--- src/rtl/collision_pkg.sv ---
// Shared opcodes, FSM states, status bit positions and searcher base helper
// for the collision controller.
package collision_pkg;

  localparam int unsigned WORD_W = 32;

  localparam logic [2:0] OP_LOAD   = 3'd0;
  localparam logic [2:0] OP_GO     = 3'd1;
  localparam logic [2:0] OP_COLL   = 3'd2;
  localparam logic [2:0] OP_STATUS = 3'd3;
  localparam logic [2:0] OP_DIGEST = 3'd4;
  localparam logic [2:0] OP_ABORT  = 3'd5;

  typedef enum logic [2:0] {
    S_IDLE,
    S_LOAD,
    S_READY,
    S_SEARCH,
    S_FOUND,
    S_EXHAUSTED
  } state_e;

  localparam int unsigned ST_FOUND     = 0;
  localparam int unsigned ST_BUSY      = 1;
  localparam int unsigned ST_EXHAUSTED = 2;
  localparam int unsigned ST_MSG_FULL  = 3;

  // Evenly split the 32-bit counter space across the searchers.
  function automatic logic [WORD_W-1:0] base_of(input int unsigned idx, input int unsigned num);
    logic [63:0] stride;
    stride = 64'h1_0000_0000 / 64'(num);
    return WORD_W'(64'(idx) * stride);
  endfunction

endpackage

--- src/rtl/collision_msg_accum.sv ---
// Base-message store: appends two words per load at the word pointer.
module collision_msg_accum
  import collision_pkg::*;
#(
  parameter  int unsigned MSG_WORDS = 16,
  localparam int unsigned PTR_W     = $clog2(MSG_WORDS + 1)
) (
  input  logic                        clk,
  input  logic                        reset,
  input  logic                        clk_en,
  input  logic                        append,
  input  logic                        clear,
  input  logic [WORD_W-1:0]           word_a,
  input  logic [WORD_W-1:0]           word_b,
  output logic [PTR_W-1:0]            ptr_nxt_c,
  output logic                        full_c,
  output logic [WORD_W*MSG_WORDS-1:0] msg
);

  logic [PTR_W-1:0]            ptr_q, ptr_d;
  logic [PTR_W-1:0]            ptr_plus1;
  logic [WORD_W*MSG_WORDS-1:0] msg_q, msg_d;

  assign ptr_plus1 = ptr_q + PTR_W'(1);
  assign ptr_nxt_c = ptr_q + PTR_W'(2);
  assign full_c    = (ptr_q == PTR_W'(MSG_WORDS));
  assign msg       = msg_q;

  always_comb begin
    ptr_d = ptr_q;
    msg_d = msg_q;
    if (clear) begin
      ptr_d = '0;
    end else if (append && !full_c) begin
      ptr_d = ptr_nxt_c;
      for (int unsigned w = 0; w < MSG_WORDS; w++) begin
        if (PTR_W'(w) == ptr_q)     msg_d[WORD_W*w +: WORD_W] = word_a;
        if (PTR_W'(w) == ptr_plus1) msg_d[WORD_W*w +: WORD_W] = word_b;
      end
    end
  end

  always_ff @(posedge clk or posedge reset) begin
    if (reset) begin
      ptr_q <= '0;
      msg_q <= '0;
    end else if (clk_en) begin
      ptr_q <= ptr_d;
      msg_q <= msg_d;
    end
  end

endmodule

--- src/rtl/collision_controller.sv ---
// Nios custom-instruction controller that loads a message and dispatches a
// parallel collision search. Optional digest sum: COLLISION_DIGEST_COUNT_EN.
module collision_controller
  import collision_pkg::*;
#(
  parameter int unsigned NUM_SEARCHERS = 4,
  parameter int unsigned MSG_WORDS     = 16
) (
  input  logic                            clk,
  input  logic                            reset,
  input  logic                            clk_en,
  input  logic                            start,
  input  logic [WORD_W-1:0]               dataa,
  input  logic [WORD_W-1:0]               datab,
  input  logic [2:0]                      n,
  output logic                            done,
  output logic [WORD_W-1:0]               result,
  output logic [NUM_SEARCHERS-1:0]        srch_start,
  output logic [WORD_W*NUM_SEARCHERS-1:0] srch_base,
  output logic [WORD_W-1:0]               srch_target,
  output logic [WORD_W*MSG_WORDS-1:0]     srch_msg,
  input  logic [NUM_SEARCHERS-1:0]        srch_done,
  input  logic [NUM_SEARCHERS-1:0]        srch_hit,
  input  logic [WORD_W*NUM_SEARCHERS-1:0] srch_result,
  input  logic [WORD_W*NUM_SEARCHERS-1:0] srch_digests,
  output logic                            srch_abort
);

  localparam int unsigned PTR_W = $clog2(MSG_WORDS + 1);

  state_e                   state_q, state_d;
  logic                     done_q, done_d;
  logic [WORD_W-1:0]        result_q, result_d;
  logic [NUM_SEARCHERS-1:0] srch_start_q, srch_start_d;
  logic                     srch_abort_q, srch_abort_d;
  logic [WORD_W-1:0]        target_q, target_d;
  logic [WORD_W-1:0]        collision_q, collision_d;

  logic                     append, clear;
  logic [PTR_W-1:0]         ptr_nxt_c;
  logic                     full_c;
  logic [NUM_SEARCHERS-1:0] hit_vec;
  logic [WORD_W-1:0]        hit_word;
  logic [WORD_W-1:0]        status_c;
  logic [WORD_W-1:0]        digest_word_c;

  collision_msg_accum #(.MSG_WORDS(MSG_WORDS)) u_accum (
    .clk       (clk),
    .reset     (reset),
    .clk_en    (clk_en),
    .append    (append),
    .clear     (clear),
    .word_a    (dataa),
    .word_b    (datab),
    .ptr_nxt_c (ptr_nxt_c),
    .full_c    (full_c),
    .msg       (srch_msg)
  );

  for (genvar g = 0; g < NUM_SEARCHERS; g++) begin : g_base
    assign srch_base[WORD_W*g +: WORD_W] = base_of(g, NUM_SEARCHERS);
  end

`ifdef COLLISION_DIGEST_COUNT_EN
  logic [WORD_W-1:0] digest_sum_q, digest_sum_d;

  always_comb begin
    digest_sum_d = '0;
    for (int unsigned i = 0; i < NUM_SEARCHERS; i++) begin
      digest_sum_d = digest_sum_d + srch_digests[WORD_W*i +: WORD_W];
    end
  end

  always_ff @(posedge clk or posedge reset) begin
    if (reset)       digest_sum_q <= '0;
    else if (clk_en) digest_sum_q <= digest_sum_d;
  end

  assign digest_word_c = digest_sum_q;
`else
  logic digests_unused;
  assign digests_unused = ^srch_digests;
  assign digest_word_c  = '0;
`endif

  // Lowest-index hit wins: scan from the top so lower channels overwrite.
  always_comb begin
    hit_vec  = srch_done & srch_hit;
    hit_word = '0;
    for (int i = int'(NUM_SEARCHERS) - 1; i >= 0; i--) begin
      if (hit_vec[i]) hit_word = srch_result[WORD_W*i +: WORD_W];
    end
  end

  always_comb begin
    status_c               = '0;
    status_c[ST_FOUND]     = (state_q == S_FOUND);
    status_c[ST_BUSY]      = (state_q == S_SEARCH);
    status_c[ST_EXHAUSTED] = (state_q == S_EXHAUSTED);
    status_c[ST_MSG_FULL]  = full_c;
  end

  always_comb begin
    state_d      = state_q;
    done_d       = start;
    result_d     = result_q;
    srch_start_d = '0;
    srch_abort_d = 1'b0;
    target_d     = target_q;
    collision_d  = collision_q;
    append       = 1'b0;
    clear        = 1'b0;

    if (state_q == S_SEARCH) begin
      if (|hit_vec) begin
        collision_d  = hit_word;
        state_d      = S_FOUND;
        srch_abort_d = 1'b1;
      end else if (&srch_done) begin
        state_d = S_EXHAUSTED;
      end
    end

    // Instruction handling follows the search update so ABORT overrides a hit.
    if (start) begin
      unique case (n)
        OP_LOAD: begin
          if (state_q == S_SEARCH || full_c) begin
            result_d = '1;
          end else begin
            append   = 1'b1;
            result_d = WORD_W'(ptr_nxt_c);
            state_d  = (ptr_nxt_c == PTR_W'(MSG_WORDS)) ? S_READY : S_LOAD;
          end
        end
        OP_GO: begin
          if (state_q == S_READY || state_q == S_FOUND || state_q == S_EXHAUSTED) begin
            target_d     = dataa;
            srch_start_d = '1;
            state_d      = S_SEARCH;
            result_d     = WORD_W'(1);
          end else begin
            result_d = '0;
          end
        end
        OP_COLL:   result_d = collision_q;
        OP_STATUS: result_d = status_c;
        OP_DIGEST: result_d = digest_word_c;
        OP_ABORT: begin
          srch_abort_d = (state_q == S_SEARCH);
          clear        = 1'b1;
          collision_d  = '0;
          state_d      = S_IDLE;
          result_d     = WORD_W'(1);
        end
        default:   result_d = '0;
      endcase
    end
  end

  always_ff @(posedge clk or posedge reset) begin
    if (reset) begin
      state_q      <= S_IDLE;
      done_q       <= 1'b0;
      result_q     <= '0;
      srch_start_q <= '0;
      srch_abort_q <= 1'b0;
      target_q     <= '0;
      collision_q  <= '0;
    end else if (clk_en) begin
      state_q      <= state_d;
      done_q       <= done_d;
      result_q     <= result_d;
      srch_start_q <= srch_start_d;
      srch_abort_q <= srch_abort_d;
      target_q     <= target_d;
      collision_q  <= collision_d;
    end
  end

  assign done        = done_q;
  assign result      = result_q;
  assign srch_start  = srch_start_q;
  assign srch_abort  = srch_abort_q;
  assign srch_target = target_q;

endmodule
--- config.mk ---
export PLATFORM = sky130hd
export DESIGN_NAME = collision_controller
export DESIGN_NICKNAME = d
export VERILOG_FILES = /design/src/rtl/collision_pkg.sv /design/src/rtl/collision_msg_accum.sv /design/src/rtl/collision_controller.sv
export SDC_FILE = /design/constraint.sdc
export NUM_CORES = 1
export LEC_CHECK = 0
export BUFFER_PORTS_ARGS = -buffer_cell sky130_fd_sc_hd__clkbuf_2
export CAP_MARGIN = 0
export CORE_AREA = 5 5 403 405
export DETAILED_ROUTE_END_ITERATION = 10
export DIE_AREA = 0 0 408 410
export MAX_ROUTING_LAYER = met4
export PLACE_DENSITY = 0.41
export SLEW_MARGIN = 20
export SYNTH_ARGS = -nofsm -noshare
export SYNTH_HDL_FRONTEND = slang
export SYNTH_SLANG_ARGS = --single-unit
--- constraint.sdc ---
create_clock -name clk -period 51.9 [get_ports clk]
set_clock_uncertainty 0.1 [all_clocks]
set_input_delay 7.785 -clock clk [delete_from_list [all_inputs] [get_ports clk]]
set_output_delay 7.785 -clock clk [all_outputs]
set_load 0.01 [all_outputs]
* Yosys cells after proc, flatten, opt, wreduce, memory -nomap -nowiden
Cells that the tools add are included.
** Storage, ports and cells
- ROM bits :: 0
- Bits in registers :: 622
- Logic and storage cells :: 179
- Memory bits (writable) :: 0
- Output and inout bits :: 710
- Memories kept :: 0
- Bits in latches :: 0
- Bits of input ports :: 335
** Cells by class
- Reduce and logical (&&, ||, !) cells :: 46
- $mul :: 0
- Order comparisons :: 0
- Divide/modulo/power cells :: 0
- Bitwise operators :: 2
- Muxes and demuxes :: 65
- Shift-type cells :: 0
- $add $sub $neg :: 2
- Equal/unequal tests :: 40
** Operators by type and width (number)
- 32-bit 2-to-1 mux :: 41
- 32-bit one-hot mux with 5 select lines :: 1
- 4-bit by 5-bit == test with 1-bit output, first input constant :: 16
- 4-bit AND reduction :: 18
- 3-bit by 5-bit == test with 1-bit output, first input constant :: 8
- 2-bit nonzero test :: 17
- 2-bit by 5-bit == test with 1-bit output, first input constant :: 4
- 3-bit 2-to-1 mux :: 6
- 3-bit by 2-bit == test with 1-bit output, second input constant :: 4
- 4-bit 2-to-1 mux :: 3
- 1-bit by 5-bit == test with 1-bit output, first input constant :: 2
- 5-bit == test, second input constant :: 2
- 5-bit logical NOT :: 2
- 1-bit 2-to-1 mux :: 10
- 5-bit 2-to-1 mux :: 2
- 3-bit == test, second input constant :: 3
- 3-bit one-hot mux with 3 select lines :: 1
- 5-bit by 1-bit adder with 5-bit output, second input constant :: 1
- 5-bit by 2-bit adder with 5-bit output, second input constant :: 1
- 4-bit bitwise AND :: 1
- 2-bit AND reduction :: 2
- 4-bit OR reduction :: 1
- 3-bit by 1-bit == test with 1-bit output, second input constant :: 1
- 3-bit logical NOT :: 1
- 5 further kinds :: 7

* Depth between registers and ports, before layout
- Depth after elaboration :: 9
- Depth in mapped cells :: 9
- Mapped depth without buffers :: 7

* Hierarchy
From an unflattened synthesis, not the netlist that was laid out.
** Unflattened totals
- Cell total of the unflattened synthesis :: 1755
- Area total of the unflattened synthesis :: 25944.9 µm²
** By module, submodules not included
- collision_msg_accum :: cells each 1166, sequential area each 12912.4 µm², area an instance 19820.3 µm², times used 1
- collision_controller :: cells each 589, sequential area each 2552.4 µm², area an instance 6124.6 µm², times used 1

* Worst setup path before layout
Ideal clock, no wire load.
- Path kind :: input port to flip-flop
- Start :: input port n[1]
- End :: register u_accum.msg_q[224], in the netlist u_accum.msg[224]
- Cell stages on the path :: 7
- Setup time :: 125 ps
- Path slack :: 42053 ps
- Data arrival time :: 9622 ps
- Buffers on the path :: 2
- Required time :: 51675 ps
- Cells stage by stage :: buf_6 > nor3_4 > nand4_2 > or4b_4 > nor2_4 > buf_8 > mux2_2
** On the way
- Cells in the longest elaborated chain, start to end :: 5
- Elaborated cells on any way between the ends :: 9
- Those cells by class :: eq/ne (1); mux (4); bitwise (1); reduce/logical (3)
** RTL lines
- start, declared :: line collision_controller.sv:15 : input logic [2:0] n,
- 3-bit == test or 3-bit logical NOT (tied branches) :: line collision_controller.sv:126 : unique case (n)
- 1-bit 2-to-1 mux :: line collision_controller.sv:126
- 1-bit 2-to-1 mux :: line collision_controller.sv:125 : if (start) begin
- 1-bit NOT (no source line) or 1-bit logical AND (tied branches)
- 4-bit AND reduction (no source line) *
- end signal, assigned :: line collision_msg_accum.sv:49 : msg_q <= msg_d;
- end, declared :: line collision_msg_accum.sv:22 : logic [WORD_W*MSG_WORDS-1:0] msg_q, msg_d;
Mark *: on every way between the ends. The rest lies on a longest branch, timed or not.
A chain may end at the register's enable or synchronous reset.

* Worst setup path after layout
- Start :: input port n[0]
- End :: register u_accum.msg_q[175], in the netlist u_accum.msg[175]
Same word-level chain as after synthesis.

==> key figures <==
Status
  – Status: complete, no violations

STA
  – Setup TNS: 0 ns
  – Finish-stage setup viols: 0
  – Final period utilization: 0.1981
  – Max Slew Vio Count: 0
  – Relative slew slack: 0.3632
  – Worst Max-Slew Pin Slew: 0.9553 ns
  – Final min period: 10.28 ns
  – Endpoints failing hold: 0
  – RSZ-0062 raised after global routing: no
  – Fmax achieved: 0.09728 GHz

GRT
  – Congestion Overflow GR: 0
  – Largest net degree at the start of global routing: 137
  – Vias in the first global route: 18.85k
  – Gr usage total: 0.1315
  – Initial antenna violation count: 13
  – Global-route wire length before repair: about 150000 microns

Routing
  – Post-DR vias/cell: 3.745
  – ANT nets after route: 0
  – Number of detailed-route iterations in the first pass: 4
  – Initial DRC Count: roughly 880
  – DR WL/cell: 22.99 microns
  – DRC Markers: 0
  – Via count: 17.95k
  – Drt total wl: 110200 microns

Clock network
  – TritonCTS buffer count: 80
  – Hold Buf Count CTS: 0
  – Clock latency on the worst-skew pair: 0.66 ns
  – CTS tree: yes
  – CTS H-tree lvls: 3
  – Longest Clk Path Bufs: 3
  – Post-CTS Repair Setup Buffers: 0
  – CTS sink count: 618
  – CTS root buf: clkbuf_16
  – CTS resizes: 0
  – Clock slew at reported path FFs: 0.05 ns

Placed design
  – Hpwl dp: 79150 microns
  – Gp weighted congestion: approximately 0.8
  – PortBufs: roughly 800
  – Dpl cells: 4636

Worst setup path
  – FF-to-FF End: u_accum.msg[175]
  – CP Launch Type: input port
  – Reg2reg path depth: 6
  – Worst reg2reg startpoint: state_q[0]
  – Reg2Reg Setup Slack: approximately 49 ns
  – Critical Path End Type: register
  – Critical Path RT: 52.33 ns
  – CP arrival: 10.71 ns
  – Setup CP Type: in2reg
  – Largest fanout on the critical path: 20

Synthesis
  – Primary FF master, synth: dfrtp_1
  – Mapped Cells: roughly 1.9k
  – Commonest cells in the netlist: dfrtp_1 (618), mux2_2 (485), buf_4 (155), nor2_1 (78), nand2_1 (76)
  – Ranking of synthesized cells by area: dfrtp_1 (60%), mux2_2 (21%), buf_4 (4.5%)
  – Asr flop ratio synth: 1.000
  – #FFs+latches synth: 618
  – Syn Area/Cell: 13.76 sq um
  – Largest area contributor in the netlist: dfrtp_1
  – Top cell type's share of synthesized area: 0.5970
  – Yosys Warn Count: 0
  – Sequential element share of the synthesized area: 0.5970
  – Post-synth EDFFs: 0
  – Most common cell in the netlist: dfrtp_1
  – Yosys cell types: 54
  – Post-Syn Area: 25900 sq um

Pwr
  – Pleak: 17.78 nW
  – Power Density: 37.45 nW/um^2
  – Worst vdd ir: about 0.022 mV

Die
  – Chip height: 410 microns
  – Core Region: 158000 sq um
  – IO Count: 1045
  – Die area: ~170000 sq um
  – Starting Density: 0.1639
  – Die X: around 410 microns
  – Row count: 146

Finish
  – Post-layout util: 0.2178
  – Post-Layout Cell Count: 4793
  – Layout cells sized above 1: 0.5437
  – Synth-to-layout area growth: 32.85%
  – Nets: 2984

Worst hold path
  – WHS Path Cells: 2
  – Worst Hold Class: reg2reg
  – Min-Delay Endpoint: result[30]
  – Worst Hold Launch: result[30]

Flow run
  – Max-cap violations: 0
flip-flops by register name (all words and copies together), names as in the netlist:
register       cells
srch_abort         1
srch_target       32
u_accum.msg      512
result            32
collision_q       32
state_q            3
srch_start         1
done               1
u_accum.ptr_q      4
worst max-delay path, cell delays in order:
cell and delay [ns]:
clkbuf_2 0.21, nor3_4 0.38, nand4_2 0.23, or4b_4 0.60
nor2_4 0.56, buf_4 0.51, mux2_2 0.39
kinds of logic (layout without fill, tap and decap cells):
| logic type | count (synthesis) | count (layout) | share of synthesized area |
|---|---|---|---|
| AOI/OAI and AO/OA | 226 | 226 | 0.05839 |
| xor gates and xnor gates | 3 | 3 | 0.001014 |
| adders and majority gates | 2 | 2 | 0.0009658 |
| buffers and inverters | 279 | 980 | 0.06786 |
| DFF | 618 | 618 | 0.5970 |
| muxes | 545 | 545 | 0.2354 |
| other | 2 | 139 | 0.0002899 |
| and+or+nand+nor | 208 | 208 | 0.03912 |
cells in the final DEF, fill, tap and decap left out, types with 4 or more instances in the layout:
cell and count:
nor2_1 74, dfrtp_1 618, inv_1 8, clkbuf_8 25, clkbuf_16 81, clkbuf_1 13
clkinv_2 9, a21oi_1 67, bufinv_16 6, nand2b_1 5, a221oi_1 33, diode_2 10
mux2_2 485, mux2_1 28, nor3_4 5, clkbuf_2 788, and2_1 5, nor2_4 12
o31ai_1 34, o21ai_0 40, nand2_1 76, nand3_1 4, conb_1 129, inv_6 4
buf_4 33, a22o_1 34, mux2i_1 32, a31oi_1 4
routing by layer:
| layer | vias up | routed length (microns) | track usage |
|---|---|---|---|
| met1 | 9143 | 45470 | 0.1550 |
| met2 | 722 | 53260 | 0.2159 |
| met4 | 0 | 3824 | 0.04885 |
| met5 | - | 0 | - |
| met3 | 145 | 7608 | 0.03513 |
| li1 | 7942 | - | - |
cell type report:
type / count / area, sq um
Antenna cell: 10 / 25.02
Sequential cell: 618 / 15460
Clock inverter: 27 / 352.8
Fill cell: 17103 / 123600
Multi-Input combinational cell: 1113 / 9251
Tap cell: 2072 / 2592
Timing Repair Buffer: 825 / 4267
Inverter: 9 / 41.29
Clock buffer: 119 / 2420
power by group:
part / total (mW) / switching, mW / internal (mW)
combinational: 0.162 / 0.0990 / 0.0627
clock: 0.583 / 0.230 / 0.354
sequential: 0.544 / 0.0228 / 0.521
total: 1.29 / 0.352 / 0.937
worst max-delay path by stage:
| stage | endpoint | cells past startpoint | start |
|---|---|---|---|
| after CTS | u_accum.msg[238] | 7 | n[0] |
| final | u_accum.msg[175] | 7 | n[0] |
| after global routing | u_accum.msg[238] | 7 | n[0] |
| after global placement | u_accum.msg[307] | 7 | n[0] |
| after detailed placement | u_accum.msg[238] | 7 | n[0] |
| after floorplan | collision_q[0] | 1 | reset |
stage by stage:
step                power [mW]  setup slack (ns)  instance area [sq um]  hold slack (ns)
floorplan               0.6362             26.71                  26380           0.3668
global placement        0.7173             40.63                  31580           0.3673
detailed placement      0.7185             40.82                  31600           0.3741
CTS                      1.320             41.57                  34370           0.3862
global route             1.351             41.47                  34390           0.3932
finish                   1.289             41.62                  34410           0.3797
Note: power is estimated with default switching activity, not from simulation.
